<file path="src/rtl/serial_pkg.sv">
// Shared definitions for the serial line transmitter and its future receiver.
package serial_pkg;

    // Frame sequencer states.
    typedef enum logic [1:0] {
        IDLE  = 2'd0,
        START = 2'd1,
        DATA  = 2'd2,
        STOP  = 2'd3
    } tx_state_t;

    // Line level while nothing is being sent, and the level of the start bit.
    localparam logic TX_IDLE_LEVEL = 1'b1;
    localparam logic START_LEVEL   = 1'b0;

    // Counter width able to hold 0..n-1, never narrower than one bit.
    function automatic int unsigned cnt_width(input int unsigned n);
        return (n <= 32'd1) ? 32'd1 : $clog2(n);
    endfunction

endpackage

</file>
<file path="src/rtl/bit_tick_gen.sv">
// Bit-rate divider: pulses tick once every CLKS_PER_BIT cycles, counting
// from the cycle after clear. Also reused on boards to pace slow LED output.
module bit_tick_gen
    import serial_pkg::*;
#(
    parameter int unsigned CLKS_PER_BIT = 4
) (
    input  logic clock,
    input  logic reset,
    input  logic clear,
    output logic tick
);

    localparam int unsigned CW = cnt_width(CLKS_PER_BIT);
    localparam logic [CW-1:0] LAST = CW'(CLKS_PER_BIT - 1);

    logic [CW-1:0] cnt_r;

    // Cycle counter: restarts on clear, wraps to zero after its terminal value.
    always_ff @(posedge clock or posedge reset) begin
        if (reset) begin
            cnt_r <= '0;
        end else if (clear) begin
            cnt_r <= '0;
        end else if (cnt_r == LAST) begin
            cnt_r <= '0;
        end else begin
            cnt_r <= cnt_r + CW'(1);
        end
    end

    // The last cycle of each bit period is the tick; decoded from the register only.
    assign tick = (cnt_r == LAST);

endmodule

</file>
<file path="src/rtl/serial_bit_tx.sv">
// Parallel-in, serial-out transmitter: start bit (low), DATA_W data bits LSB
// first, stop bit (high), each held for CLKS_PER_BIT cycles. All outputs registered.
module serial_bit_tx
    import serial_pkg::*;
#(
    parameter int unsigned DATA_W       = 8,
    parameter int unsigned CLKS_PER_BIT = 4
) (
    input  logic              clock,
    input  logic              reset,
    input  logic              start,
    input  logic [DATA_W-1:0] data_in,
    output logic              tx,
    output logic              busy,
    output logic              done
);

    localparam int unsigned BW = cnt_width(DATA_W);
    localparam logic [BW-1:0] LAST_BIT = BW'(DATA_W - 1);

    tx_state_t         state_r,  state_s;
    logic [DATA_W-1:0] shreg_r,  shreg_s;
    logic [BW-1:0]     bitcnt_r, bitcnt_s;
    logic              tx_r,     tx_s;
    logic              busy_r,   busy_s;
    logic              done_r,   done_s;
    logic              clear_s;
    logic              tick_s;
    logic [DATA_W-1:0] shifted_s;

    bit_tick_gen #(
        .CLKS_PER_BIT (CLKS_PER_BIT)
    ) u_tick (
        .clock (clock),
        .reset (reset),
        .clear (clear_s),
        .tick  (tick_s)
    );

    assign shifted_s = shreg_r >> 1;

    // Next-state and next-output logic; outputs are computed here and registered below.
    always_comb begin
        state_s  = state_r;
        shreg_s  = shreg_r;
        bitcnt_s = bitcnt_r;
        tx_s     = tx_r;
        busy_s   = busy_r;
        done_s   = 1'b0;
        clear_s  = 1'b0;
        case (state_r)
            IDLE: begin
                tx_s   = TX_IDLE_LEVEL;
                busy_s = 1'b0;
                if (start) begin
                    // Capture the word now; later data_in changes cannot touch this frame.
                    shreg_s  = data_in;
                    bitcnt_s = '0;
                    clear_s  = 1'b1;
                    state_s  = START;
                    tx_s     = START_LEVEL;
                    busy_s   = 1'b1;
                end else begin
                    state_s = IDLE;
                end
            end
            START: begin
                if (tick_s) begin
                    state_s = DATA;
                    tx_s    = shreg_r[0];
                end else begin
                    tx_s = START_LEVEL;
                end
            end
            DATA: begin
                if (tick_s) begin
                    if (bitcnt_r == LAST_BIT) begin
                        state_s  = STOP;
                        bitcnt_s = '0;
                        tx_s     = TX_IDLE_LEVEL;
                    end else begin
                        shreg_s  = shifted_s;
                        bitcnt_s = bitcnt_r + BW'(1);
                        tx_s     = shifted_s[0];
                    end
                end else begin
                    tx_s = shreg_r[0];
                end
            end
            STOP: begin
                tx_s = TX_IDLE_LEVEL;
                if (tick_s) begin
                    state_s = IDLE;
                    busy_s  = 1'b0;
                    done_s  = 1'b1;
                end else begin
                    busy_s = 1'b1;
                end
            end
            default: begin
                state_s  = IDLE;
                shreg_s  = '0;
                bitcnt_s = '0;
                tx_s     = TX_IDLE_LEVEL;
                busy_s   = 1'b0;
            end
        endcase
    end

    // State and output registers; reset aborts any frame and returns the line high.
    always_ff @(posedge clock or posedge reset) begin
        if (reset) begin
            state_r  <= IDLE;
            shreg_r  <= '0;
            bitcnt_r <= '0;
            tx_r     <= TX_IDLE_LEVEL;
            busy_r   <= 1'b0;
            done_r   <= 1'b0;
        end else begin
            state_r  <= state_s;
            shreg_r  <= shreg_s;
            bitcnt_r <= bitcnt_s;
            tx_r     <= tx_s;
            busy_r   <= busy_s;
            done_r   <= done_s;
        end
    end

    assign tx   = tx_r;
    assign busy = busy_r;
    assign done = done_r;

endmodule

</file>
<file path="config.mk">
export PLATFORM = sky130hd
export DESIGN_NAME = serial_bit_tx
export DESIGN_NICKNAME = d
export VERILOG_FILES = /design/src/rtl/serial_pkg.sv /design/src/rtl/bit_tick_gen.sv /design/src/rtl/serial_bit_tx.sv
export SDC_FILE = /design/constraint.sdc
export NUM_CORES = 1
export LEC_CHECK = 0
export ABC_CLOCK_PERIOD_IN_PS = 3300
export CORE_MARGIN = 2
export CORE_UTILIZATION = 57
export CTS_CLUSTER_SIZE = 40
export DETAILED_ROUTE_END_ITERATION = 8
export HOLD_SLACK_MARGIN = 0.15
export PLACE_DENSITY = 0.89
export RECOVER_POWER = 100
export SETUP_SLACK_MARGIN = 0.4
export SYNTH_ARGS = -nofsm -noshare
export SYNTH_HDL_FRONTEND = slang
export SYNTH_SLANG_ARGS = --single-unit
</file>
<file path="constraint.sdc">
create_clock -name clock -period 3.3 [get_ports clock]
set_input_delay 0.66 -clock clock [delete_from_list [all_inputs] [get_ports clock]]
set_output_delay 0.66 -clock clock [all_outputs]
set_load 0.05 [all_outputs]
</file>
; ---- Word-level counts from Yosys, hierarchy flattened
; Index checks and enable logic that the tools add are counted.
[classes]
muxes = 27
n_reduce_logical = 6
n_eq_ne = 11
n_addsub = 2
[op_table]
columns = cell, count
row1 = $mux 8, 3
row2 = $pmux 8 s2, 1
row3 = $mux 2, 6
row4 = $ne 2x2->1 const B, 6
row5 = $mux 1, 10
row6 = $mux 3, 3
row7 = $pmux 2 s4, 1
row8 = $reduce_and 4->1, 2
row9 = $eq 2x2->1 const B, 3
row10 = $pmux 3 s2, 1
row11 = $pmux 1 s4, 1
row12 = $reduce_bool 2->1, 2
row13 = $add 3x1->3 const B, 1
row14 = $eq 3x3->1 const B, 1
row15 = $reduce_and 3->1, 1
row16 = $add 2x1->2 const B, 1
row17 = $eq 2x1->1 const B, 1
row18 = $logic_not 2->1, 1
row19 = $pmux 1 s2, 1
[word_totals]
elab_cells = 53
reg_bits = 18
output_inout_bits = 3
inputBits = 11

; ---- Longest topological paths before layout
[logic_depth]
depth_word = 4
depth_mapped = 7
ltp_nobuf = 5

; ---- By module
; From an unflattened synthesis, not the netlist that was laid out.
[unflattened]
hier_cells = 83
area_unflattened_um2 = 1002.2
[by_module_without_submodules]
columns = mod, cells_per_inst, seq_area_each_um2, area_each_um2, instances
row1 = serial_bit_tx, 77, 401.6, 925.9, 1
row2 = bit_tick_gen, 6, 50.0, 76.3, 1

; ---- Worst setup path before layout
; Ideal clock, no wire load.
[synth_timing]
kind = reg-to-reg
from = reg bitcnt_r[0]
to = reg shreg_r[0]
arrival_ps = 1545
setup_ps = 125
setup_slack_ps = 1630
required_time_ps = 3175
stages_incl_launch_ff = 6
cell_sequence = dfrtp_1 -> ha_1 -> ha_1 -> nand2b_1 -> a21oi_4 -> mux2_2
[synth_via]
elab_chain_len = 3
[synth_lines]
columns = item, line
row1 = "start, declared", serial_bit_tx.sv:23  ; logic [BW-1:0] bitcnt_r, bitcnt_s;
row2 = "start signal, assigned", serial_bit_tx.sv:122  ; bitcnt_r <= bitcnt_s;
row3 = $eq 3x3->1, serial_bit_tx.sv:77  ; if (bitcnt_r == LAST_BIT) begin
row4 = $ne 2x2->1 (no source line), --
row5 = $reduce_and 4->1 (no source line), --
row6 = "end signal, assigned", serial_bit_tx.sv:121  ; shreg_r <= shreg_s;
row7 = "end, declared", serial_bit_tx.sv:22  ; logic [DATA_W-1:0] shreg_r, shreg_s;
; Every way passes these cells.
; A chain may end at the register's enable or synchronous reset.

; ---- Final worst setup path
[layout_timing]
from = in start
to = reg shreg_r[2]
[layout_via]
elab_chain_len = 2
[layout_lines]
columns = item, line
row1 = "start, declared", serial_bit_tx.sv:11  ; input logic start,
row2 = $ne 2x2->1 (no source line), --
row3 = $reduce_and 4->1 (no source line), --
; Every way passes these cells.

==> summary.md <==
| Metric | Value |
|---|---|
| Status | `finished clean` |
| Layout Area Growth over Synthesis | `14.3%` |
| Max rail drop VDD | `0.505 mV` |
| Worst Tran Pin Value | `0.755 ns` |
| Yosys reg bits | `18` |
| Hold Vio Cnt, Final | `0` |
| Post-DP HPWL | `1360 um` |
| RePlAce Congestion | `0.788` |
| Crit. End Element | `flop` |
| CTS tree | `built` |
| Crit path time final | `2.35 ns` |
| Cell Pwr Density | `918 nW/um^2` |
| Ys Warns | `0` |
| Filler cell count | `115` |
| Chip width | `46.2 um` |
| Synth Area in Adders | `9.84%` |
| Register area share after synthesis | `44.4%` |
| Inst Count DP | `121` |
| Share of cells above drive strength 1 | `18.0%` |
| Post-Syn Area | `1020 sq um` |
| Syn Area/Cell | `11.8 sq um` |
| Sink Count | `18` |
| Antenna viol nets, final | `0` |
| Largest net degree at the start of global routing | `19` |
| Die height | `46.2 um` |
| Residual DRC | `0` |
| Total GRT Usage | `19.7%` |
| Die Area | `2140 sq um` |
| R2R Setup Slk | `1.05 ns` |
| CP required | `3.48 ns` |
| Cts bufs inserted | `3` |
| Setup TNS | `0 ns` |
| CP endpoint | `shreg_r[2]` |
| Slew Limit Headroom | `49.7%` |
| Later-pin clock latency in the skew report | `0.29 ns` |
| Crit path depth | `4` |
| Rows | `15` |
| Finished Cell Area | `1160 sq um` |
| Worst R2R Path Depth | `5` |
| Core area | `1710 sq um` |
| Max Cap Violations | `0` |
| CTS clk-pin slew, worst paths | `0.10 ns` |
| Worst setup path startpoint | `start` |
| Hold_sp | `u_tick.cnt_r[0]` |
| Period utilization | `71.4%` |
| CP Cell Sequence | `dlygate4sd3_1 -> mux2i_1 -> a21oi_1 -> mux2_2` |
| First-pass detailed-route iteration total | `4` |
| Nets | `120` |
| Compound-gate portion of the synthesized area | `10.6%` |
| CTS Hold Buffers Added | `0` |
| Antenna diodes | `0` |
| Initial antenna violation count | `0` |
| Worst path slowest cell | `dlygate4sd3_1` |
| Worst r2r dst | `shreg_r[4]` |
| Vias in the first global route | `694` |
| CTS max path bufs | `2` |
| Unrepaired setup endpoints after global routing | `false` |
| Top Family by Delay on Critical Path | `buffers and inverters` |
| Post-Syn Instances | `86` |
| Count of different cell masters after synthesis | `28` |
| Post-CTS setup buffers | `0` |
| Largest stage delay on the critical path | `0.71 ns` |
| Simple-gate share of the synthesized area | `9.35%` |
| First-pass GRT wire length | `2930 um` |
| Max Slew Vio Count | `0` |
| Worst path bufs/invs | `1` |
| Post-Layout Cell Count | `125` |
| Routed length per placed instance | `14.2 um` |
| IO Pins | `14` |
| DR vias/cell | `5.30` |
| Worst-path fanout max | `9` |
| Largest family of logic cells by synthesized area | `multiplexers` |
| Initial Util | `59.6%` |
| Global route total overflow | `0` |
| Leak pwr | `0.510 nW` |
| Min-delay worst type | `reg2reg` |
| PortBufs | `13` |
| Clock skew | `0.00603 ns` |
| Hold depth | `1` |
| Post-layout util | `68.1%` |
| DR vias | `662` |
| Reg-to-Reg Start | `state_r[0]` |
| Post-Route WL | `1780 um` |
| Worst path arrival time | `2.54 ns` |
| CTS resizes | `0` |
| Max Clk Rate | `425 MHz` |
| # setup viols final | `0` |
| Post-Synthesis Net Count | `105` |
| Setup crit start kind | `primary input` |
| CTS root buffer | `clkbuf_4` |
| Starting DRT DRC Count | `12` |
| H-tree levels | `1` |
| Critical path type | `in2reg` |
| Post-place instance area | `1150 sq um` |
| Post-Synth XOR/XNOR Area | `0%` |
| Mux contribution to synthesized area | `20.5%` |
==> cell families after synthesis <==
group | count (synthesis)
mux | 19
simple gates | 18
flops | 18
compound gates | 14
buf+inv | 9
fa+ha+maj | 8
==> cell usage after synthesis <==
master      n  area, sq um
o2bb2ai_1   1         8.76
a32oi_1     1         8.76
or4_1       1         7.51
a21boi_0    1         7.51
nor2b_1     3         18.8
o211ai_1    2         15.0
nand4b_1    1         8.76
a31oi_1     1         6.26
buf_2       1         5.00
nand4_1     1         6.26
o21ai_0     4         20.0
a211oi_1    1         7.51
mux2_2     15          169
nand2_1     6         22.5
and2_1      2         12.5
mux2i_1     4         40.0
dfrtp_1    17          425
ha_1        8          100
dfstp_2     1         26.3
a22o_1      1         8.76
inv_1       5         18.8
a2bb2oi_1   1         8.76
nand2b_1    1         6.26
nand3_1     1         5.00
buf_6       2         22.5
a21oi_4     1         16.3
buf_4       1         7.51
nor2_1      2         7.51
==> how the worst min path moves through the flow <==
stage / end
global route: u_tick.cnt_r[0]
detailed placement: u_tick.cnt_r[0]
floorplan: u_tick.cnt_r[0]
global placement: u_tick.cnt_r[0]
CTS: u_tick.cnt_r[0]
finish: u_tick.cnt_r[0]
==> state kept, by name, summed over array words and instances (netlist names) <==
| register | cells |
|---|---|
| u_tick.cnt_r | 2 |
| tx | 1 |
| bitcnt_r | 3 |
| done | 1 |
| state_r | 2 |
| shreg_r | 8 |
| busy | 1 |
==> metrics by stage <==
step	power (mW)	worst slack [ns]	hold WS, ns
3_5_place_dp	0.994	0.997	0.443
4_1_cts	1.11	1.03	0.457
3_3_place_gp	0.958	1.02	0.432
2_1_floorplan	0.872	1.63	0.417
6_report	1.07	0.945	0.451
5_1_grt	1.15	0.809	0.467
==> layout make-up <==
type | instances | area [sq um] | share of cell area [%]
well taps | 25 | 31.3 | 2.69
multi-input cells | 59 | 500 | 43.1
flip-flops and latches | 18 | 452 | 38.9
repair buffers | 14 | 134 | 11.5
inverters | 5 | 18.8 | 1.61
clock buffers | 4 | 26.3 | 2.26
==> layer usage <==
| metal | GRT usage (%) | up-vias | share of wire (%) |
|---|---|---|---|
| li1 | - | 331 | - |
| met1 | 23.8 | 316 | 44 |
| met2 | 31.4 | 11 | 51 |
| met3 | 5.49 | 4 | 3.1 |
| met4 | 10.9 | 0 | 2.0 |
| met5 | 0 | - | 0 |
==> report_power, final <==
group | total, mW | leakage, nW | switching (mW) | internal, mW
Sequential | 0.380 | 0.221 | 0.0539 | 0.326
Combinational | 0.572 | 0.274 | 0.298 | 0.274
Clock | 0.115 | 0.0150 | 0.0683 | 0.0470
==> cell usage in the layout (no fill, tap or decap), types with 2 or more instances in the layout <==
cell type,n
clkdlybuf4s50_1,8
mux2i_1,4
nor2b_1,3
clkbuf_1,2
clkbuf_4,3
dlygate4sd3_1,5
o21ai_0,4
inv_1,5
and2_1,2
ha_1,8
dfrtp_1,17
mux2_2,14
o211ai_1,2
nand2_1,6
nor2_1,2
No activity file was read; power rests on OpenSTA's default activity.
